`config.mk`:
```
export PLATFORM = sky130hd
export DESIGN_NAME = pc_sequencer
export DESIGN_NICKNAME = d
export VERILOG_FILES = /design/src/rtl/pc_sequencer.sv
export SDC_FILE = /design/constraint.sdc
export NUM_CORES = 1
export LEC_CHECK = 0
export ABC_CLOCK_PERIOD_IN_PS = 3300
export CELL_PAD_IN_SITES_DETAIL_PLACEMENT = 1
export CELL_PAD_IN_SITES_GLOBAL_PLACEMENT = 1
export CORE_MARGIN = 8
export CORE_UTILIZATION = 49
export DETAILED_ROUTE_END_ITERATION = 12
export DONT_BUFFER_PORTS = 1
export PLACE_DENSITY = 0.86
export SYNTH_ARGS = -nofsm -noshare
export SYNTH_HDL_FRONTEND = slang
export SYNTH_SLANG_ARGS = --single-unit
```
`constraint.sdc`:
```
create_clock -name clk -period 3.3 [get_ports clk]
set_clock_uncertainty 0.15 [all_clocks]
set_input_delay 0.495 -clock clk [delete_from_list [all_inputs] [get_ports clk]]
set_output_delay 0.495 -clock clk [all_outputs]
set_load 0.05 [all_outputs]
```
`src/rtl/pc_sequencer.sv`:
```
// Fetch/execute sequencer driving the PC register load path, the instruction
// fetch handshake and the retired-instruction counter.
module pc_sequencer #(
  parameter logic [31:0] RESET_PC   = 32'h0040_0000,
  parameter logic [31:0] EXC_VECTOR = 32'h8000_0180,
  parameter logic [31:0] PC_INC     = 32'd4
) (
  input  logic        clk,
  input  logic        rst,
  input  logic [31:0] pc_cur,
  output logic [31:0] pc_next,
  output logic        pc_ld,
  output logic        imem_req,
  output logic [31:0] imem_addr,
  input  logic        imem_ack,
  input  logic [31:0] imem_rdata,
  output logic [31:0] instr,
  output logic        instr_valid,
  input  logic        exec_done,
  input  logic        br_taken,
  input  logic [31:0] br_target,
  input  logic        exc_req,
  input  logic        stall,
  output logic        misalign_exc,
  output logic [31:0] retire_cnt
);

  typedef enum logic [1:0] {
    S_RST_LOAD,
    S_FETCH,
    S_EXEC,
    S_UPDATE
  } state_t;

  state_t      r_state;
  logic [31:0] r_pc_next;
  logic        r_pc_ld;
  logic        r_imem_req;
  logic [31:0] r_imem_addr;
  logic [31:0] r_instr;
  logic        r_instr_valid;
  logic        r_misalign;
  logic [31:0] r_retire;
  logic        r_exc_pend;
  logic [31:0] r_target;

  logic [31:0] w_seq_pc;
  logic        w_misaligned;

  assign w_seq_pc     = pc_cur + PC_INC;
  assign w_misaligned = br_target[1:0] != 2'b00;

  always_ff @(posedge clk) begin
    if (rst) begin
      r_state       <= S_RST_LOAD;
      r_pc_next     <= RESET_PC;
      r_pc_ld       <= 1'b0;
      r_imem_req    <= 1'b0;
      r_imem_addr   <= '0;
      r_instr       <= '0;
      r_instr_valid <= 1'b0;
      r_misalign    <= 1'b0;
      r_retire      <= '0;
      r_exc_pend    <= 1'b0;
      r_target      <= RESET_PC;
    end else begin
      r_pc_ld    <= 1'b0;
      r_misalign <= 1'b0;
      case (r_state)
        S_RST_LOAD: begin
          r_pc_next <= RESET_PC;
          r_pc_ld   <= 1'b1;
          r_state   <= S_FETCH;
        end
        S_FETCH: begin
          r_imem_req  <= 1'b1;
          r_imem_addr <= pc_cur;
          if (exc_req) r_exc_pend <= 1'b1;
          // An ack only completes a request that is already visible on imem_req.
          if (r_imem_req && imem_ack) begin
            r_imem_req <= 1'b0;
            if (r_exc_pend || exc_req) begin
              r_target <= EXC_VECTOR;
              r_state  <= S_UPDATE;
            end else begin
              r_instr       <= imem_rdata;
              r_instr_valid <= 1'b1;
              r_state       <= S_EXEC;
            end
          end
        end
        S_EXEC: begin
          if (exc_req) begin
            r_target      <= EXC_VECTOR;
            r_instr_valid <= 1'b0;
            r_state       <= S_UPDATE;
          end else if (exec_done) begin
            r_instr_valid <= 1'b0;
            r_state       <= S_UPDATE;
            if (br_taken && w_misaligned) begin
              r_target   <= EXC_VECTOR;
              r_misalign <= 1'b1;
            end else begin
              r_target <= br_taken ? br_target : w_seq_pc;
              r_retire <= r_retire + 32'd1;
            end
          end
        end
        S_UPDATE: begin
          if (!stall) begin
            r_pc_next  <= r_target;
            r_pc_ld    <= 1'b1;
            r_exc_pend <= 1'b0;
            r_state    <= S_FETCH;
          end
        end
      endcase
    end
  end

  assign pc_next      = r_pc_next;
  assign pc_ld        = r_pc_ld;
  assign imem_req     = r_imem_req;
  assign imem_addr    = r_imem_addr;
  assign instr        = r_instr;
  assign instr_valid  = r_instr_valid;
  assign misalign_exc = r_misalign;
  assign retire_cnt   = r_retire;

endmodule

```
# After elaboration in Yosys (flattened, before gate mapping)
# Index checks and enable logic that the tools add are counted.
# totals
register_bits,167
input_bits,103
output_inout_bits,132
wordCells,70
# classes
add_sub_neg,2
eq_ne,9
muxes,27
n_bitwise,5
reduce_logical,16
# ops
cell,n
2-to-1 mux 32 bit,7
one-hot mux 32 bit (2 select lines),2
"adder 32 x 1 -> 32 bit, second input constant",1
"adder 32 x 3 -> 32 bit, second input constant",1
AND reduction 4 bit,3
2-to-1 mux 1 bit,10
"!= test 2 bit, second input constant",5
AND reduction 3 bit,3
2-to-1 mux 2 bit,4
one-hot mux 2 bit (4 select lines),1
nonzero test 2 bit,4
one-hot mux 1 bit (2 select lines),3
inverter 1 bit,5
"equality test 2 bit, second input constant",2
OR reduction 4 bit,1
"!= test 3 bit, second input constant",1
"equality test 2 x 1 -> 1 bit, second input constant",1
logical AND 1 bit,2
zero test 2 bit,1
AND reduction 2 bit,1
logical OR 1 bit,1

# Depth between registers and ports, before layout
# logic_depth
ltp_word,6
ltp_mapped,10
depth_no_buf,7

# Worst setup path after synthesis
# Ideal clock, no wire load.
# synth_timing
kind,reg-to-reg
startpoint,"register r_retire[2], in the netlist retire_cnt[2]"
endpoint,"register r_retire[31], in the netlist retire_cnt[31]"
setup_time_ns,0.070
arrival_time_ns,2.041
t_required_ns,3.080
slack_ns,1.039
path_stages_with_launch,6
path_buffers,0
synth_period_minus_slack_ns,2.261
path_cell_list,dfxtp_1 -> nand4_1 -> nor3_4 -> nand4_2 -> or4_1 -> a21oi_1
# synth_via
elab_chain_len,1
# synth_rtl
item,line_no,source
"start, declared",43,logic [31:0] r_retire;
"start signal, assigned",105,r_retire <= r_retire + 32'd1;
adder 32 x 1 -> 32 bit,105,
# Every way passes these cells.
# A chain may end at the register's enable or synchronous reset.

# Final worst setup path
# layout_timing
startpoint,register r_state[0]
endpoint,register r_target[22]
# layout_via
elab_chain_len,3
elab_cells_between_ends,8
cone_classes,eq/ne: 5; mux: 1; reduce/logical: 2
# layout_rtl
item,line_no,source
"start, declared",35,state_t r_state;
"start signal, assigned",55,r_state <= S_RST_LOAD;
"start signal, assigned",73,r_state <= S_FETCH;
"start signal, assigned",84,r_state <= S_UPDATE;
equality test 2 bit or equality test 2 x 1 -> 1 bit (tied branches),69,case (r_state)
!= test 3 bit (no line) (tied with other cells),-,
AND reduction 4 bit (no line),-,
"end signal, assigned",104,r_target <= br_taken ? br_target : w_seq_pc;
"end, declared",45,logic [31:0] r_target;
# Parallel ways exist; a longest one is shown, timed or not.

==> impl_metrics.csv <==
group,metric,value,unit
layout,syn_to_final_growth,13.42,%
worst_setup_path,end_kind,"register",
worst_setup_path,cp.buffers_inverters,2,
die,pin_count,235,
global_routing,grt_pass1_vias,6591,
worst_hold_path,hold_path_depth,1,
detailed_routing,initialDrtViolationCount,337,
layout,drive_gt1_share,9.759,%
global_routing,antenna_found_initial,3,
worst_setup_path,crit_chain,"inv_1 > ha_1 > nand2b_4 > o2111ai_2 > buf_4 > nor2_1 > a211oi_1 > o41ai_1",
global_routing,grt_use_total,24.77,%
detailed_routing,drt-wirelength-per-cell,23.08,um
power_and_ir_drop,p_total,0.006099,W
worst_hold_path,min_to,"r_target[22]$_SDFFE_PP1P_",
clock_tree,cts_buffers,17,
clock_tree,clock_latency,0.43,ns
power_and_ir_drop,powerDensity,753.8,nW/um2
detailed_routing,first_pass_iters,4,
global_routing,overflow,0,
clock_tree,clock-sinks,167,
power_and_ir_drop,leakage,2.938,nW
logic_synthesis,synth_nets,931,
logic_synthesis,yosys_most_used_dff,"dfxtp_1",
detailed_routing,wirelength,23450,um
logic_synthesis,synth_enable_flop_cells,0,
sta,timing.slew.headroom,54.88,%
detailed_routing,drc,0,
global_routing,grt_pass1_wl,36130,um
sta,fin_setup_tns,0,ns
logic_synthesis,synth.avg_cell_area,8.679,um2
worst_setup_path,criticalPathCategory,"reg2reg",
placed_design,hpwl,16410,um
sta,setup_viol,0,
logic_synthesis,synth_cell_types,59,
clock_tree,tritoncts,"yes",
worst_setup_path,worstPathRequired,3.45,ns
sta,tightest_slew,0.6759,ns
worst_setup_path,cp_top_family,"compound AO/OA/AOI/OAI gates",
die,die_h,136.7,um
placed_design,dpl.cell_count,980,
logic_synthesis,synth-seq-area-share,46.86,%
logic_synthesis,ys_ff_latch,167,
worst_setup_path,cp_slowest_stage_delay,0.52,ns
layout,num-nets-final,926,
run,drv_cap,0,
detailed_routing,avgViaCountPerCell,6.169,
logic_synthesis,syn_inst,822,
die,rows,44,
sta,fin_crit,2.458,ns
layout,stdcell_count,1016,
worst_setup_path,critical_path.startpoint_type,"register",
die,die_x,136.7,um
clock_tree,htree_levels,4,
worst_setup_path,arrival,2.60,ns
sta,finalWorstSetupSlack,0.8425,ns
worst_hold_path,hold_start,"br_taken",
sta,hold_violations,0,
sta,min_period_over_period,74.47,%
detailed_routing,vias,6268,
die,fp.coreArea,14370,um2
worst_setup_path,cp_slowest_cell,"o2111ai_2",
logic_synthesis,async_flop_share,0,%
worst_setup_path,path_max_fanout,16,
worst_setup_path,r2r_slack,0.84,ns
sta,rsz0062_at_grt,"no",
sta,slew_viol_final,0,
sta,fmax,406.9,MHz
outcome,status,"complete, no violations",
placed_design,globalplace.congestion,0.8336,
worst_setup_path,timing.rr.start,"r_state[0]$_SDFFE_PP0P_",
logic_synthesis,synth-warning-count,0,
logic_synthesis,syn-cell-area,7134,um2
power_and_ir_drop,ir_worst_vdd,0.4817,mV
layout,fin_util,56.31,%
placed_design,io_buffers,0,
die,start_util,49.65,%
clock_tree,cts_setup_buffers,0,
layout,fillers,1662,
detailed_routing,ant_nets,0,
placed_design,dp_slack,0.8440,ns
worst_hold_path,hp-class,"in2reg",
clock_tree,clock_path_buffers,2,
worst_setup_path,rr_endpoint,"r_target[22]$_SDFFE_PP1P_",
global_routing,grt_max_degree,107,
clock_tree,path_clk_slew,0.06,ns
worst_setup_path,r2r_cells,8,
clock_tree,root_buffer,"clkbuf_16",
die,die-area,18680,um2
==> cell usage after synthesis (all sizes together) (3+ instances only) <==
cell type,count,area (um2)
a21oi,54,270.3
a221oi,7,61.31
a22o,6,52.55
a22oi,36,270.3
a32oi,3,26.28
and2,4,25.02
and3,12,75.07
and4,8,70.07
buf,19,87.59
clkbuf,34,128.9
dfxtp,167,3343
ha,6,75.07
inv,13,48.80
mux2,4,45.04
mux2i,35,350.3
nand2,108,405.4
nand2b,5,38.78
nand3,27,140.1
nand4,26,183.9
nor2,111,416.7
nor2b,7,43.79
nor3,8,51.30
nor4,5,76.32
nor4b,4,35.03
o21ai,37,188.9
or3,6,37.54
xnor2,8,70.07
xor2,36,315.3
==> registers in the layout, summed over array words and instances (netlist names) <==
| name | cells |
|---|---|
| imem_addr | 32 |
| imem_req | 1 |
| instr | 32 |
| instr_valid | 1 |
| misalign_exc | 1 |
| pc_ld | 1 |
| pc_next | 32 |
| r_exc_pend | 1 |
| r_state | 2 |
| r_target | 32 |
| retire_cnt | 32 |
==> per-layer routing <==
layer / GRT usage [%] / vias to the layer above / wire length (um)
met2: 41.54 / 269 / 11630
li1: - / 2869 / -
met1: 26.05 / 3062 / 8441
met4: 12.63 / 2 / 898
met5: 0 / - / 10
met3: 10.65 / 66 / 2474
==> cells by family (layout without fill, tap and decap cells) <==
group,after synthesis,count (layout),synth area share [%]
and+or+nand+nor,338,338,23.17
DFF,167,167,46.86
AOI/OAI and AO/OA,161,161,14.21
buffers and inverters,67,75,3.771
xor gates and xnor gates,44,44,5.402
muxes,39,39,5.542
adders and majority gates,6,6,1.052
other,0,2,0
==> through the flow <==
step	area, um2	hold slack [ns]
floorplan	7134	0.2755
global placement	7368	0.2935
detailed placement	7368	0.3030
CTS	8087	0.001772
global route	8092	0.004065
finish	8092	0.03678
==> worst max-delay path by stage <==
stage / start / to / slack, ns / cells past startpoint
2_1_floorplan: retire_cnt[2]$_SDFFE_PP0P_ / retire_cnt[31]$_SDFFE_PP0P_ / 1.04 / 5
3_3_place_gp: br_target[0] / retire_cnt[31]$_SDFFE_PP0P_ / 0.94 / 5
3_5_place_dp: br_target[0] / retire_cnt[31]$_SDFFE_PP0P_ / 0.84 / 5
4_1_cts: r_state[0]$_SDFFE_PP0P_ / r_target[22]$_SDFFE_PP1P_ / 0.83 / 8
5_1_grt: r_state[0]$_SDFFE_PP0P_ / r_target[22]$_SDFFE_PP1P_ / 0.57 / 8
6_report: r_state[0]$_SDFFE_PP0P_ / r_target[22]$_SDFFE_PP1P_ / 0.84 / 8
==> repair_timing <==
| action | in CTS | in global routing |
|---|---|---|
| hold endpoints to repair | 52 | 0 |
| resized for setup | 0 | 0 |
| hold buffers | 2 | 0 |
==> where the power goes <==
group / switching (W) / internal, W
registers: 0.000514 / 0.00218
logic: 0.000701 / 0.000407
clock network: 0.000814 / 0.00148
total: 0.00203 / 0.00407
==> final cells by class <==
type                            count  area [um2]  share of cell area [%]
Antenna cell                        2       5.005                 0.06185
Clock buffer                       21       470.5                   5.814
Clock inverter                     11       217.7                   2.691
Inverter                           14       52.55                  0.6495
Multi-Input combinational cell    588        3540                   43.75
Sequential cell                   167        3343                   41.32
Tap cell                          184       230.2                   2.845
Timing Repair Buffer               29       232.7                   2.876
==> layout by cell type (no fill, tap or decap), types with 8 or more instances in the layout <==
| master | Yosys | routed |
|---|---|---|
| nand4_1 | 24 | 24 |
| xnor2_1 | 8 | 8 |
| clkbuf_16 | 0 | 17 |
| buf_4 | 1 | 27 |
| dfxtp_1 | 167 | 167 |
| mux2i_1 | 35 | 35 |
| inv_1 | 13 | 13 |
| o21ai_0 | 36 | 36 |
| nor2_1 | 111 | 110 |
| xor2_1 | 36 | 36 |
| a21oi_1 | 54 | 53 |
| a22oi_1 | 36 | 36 |
| and4_1 | 8 | 8 |
| nand3_1 | 26 | 26 |
| and3_1 | 12 | 12 |
| nand2_1 | 108 | 108 |
(Power assumes the default switching activity.)
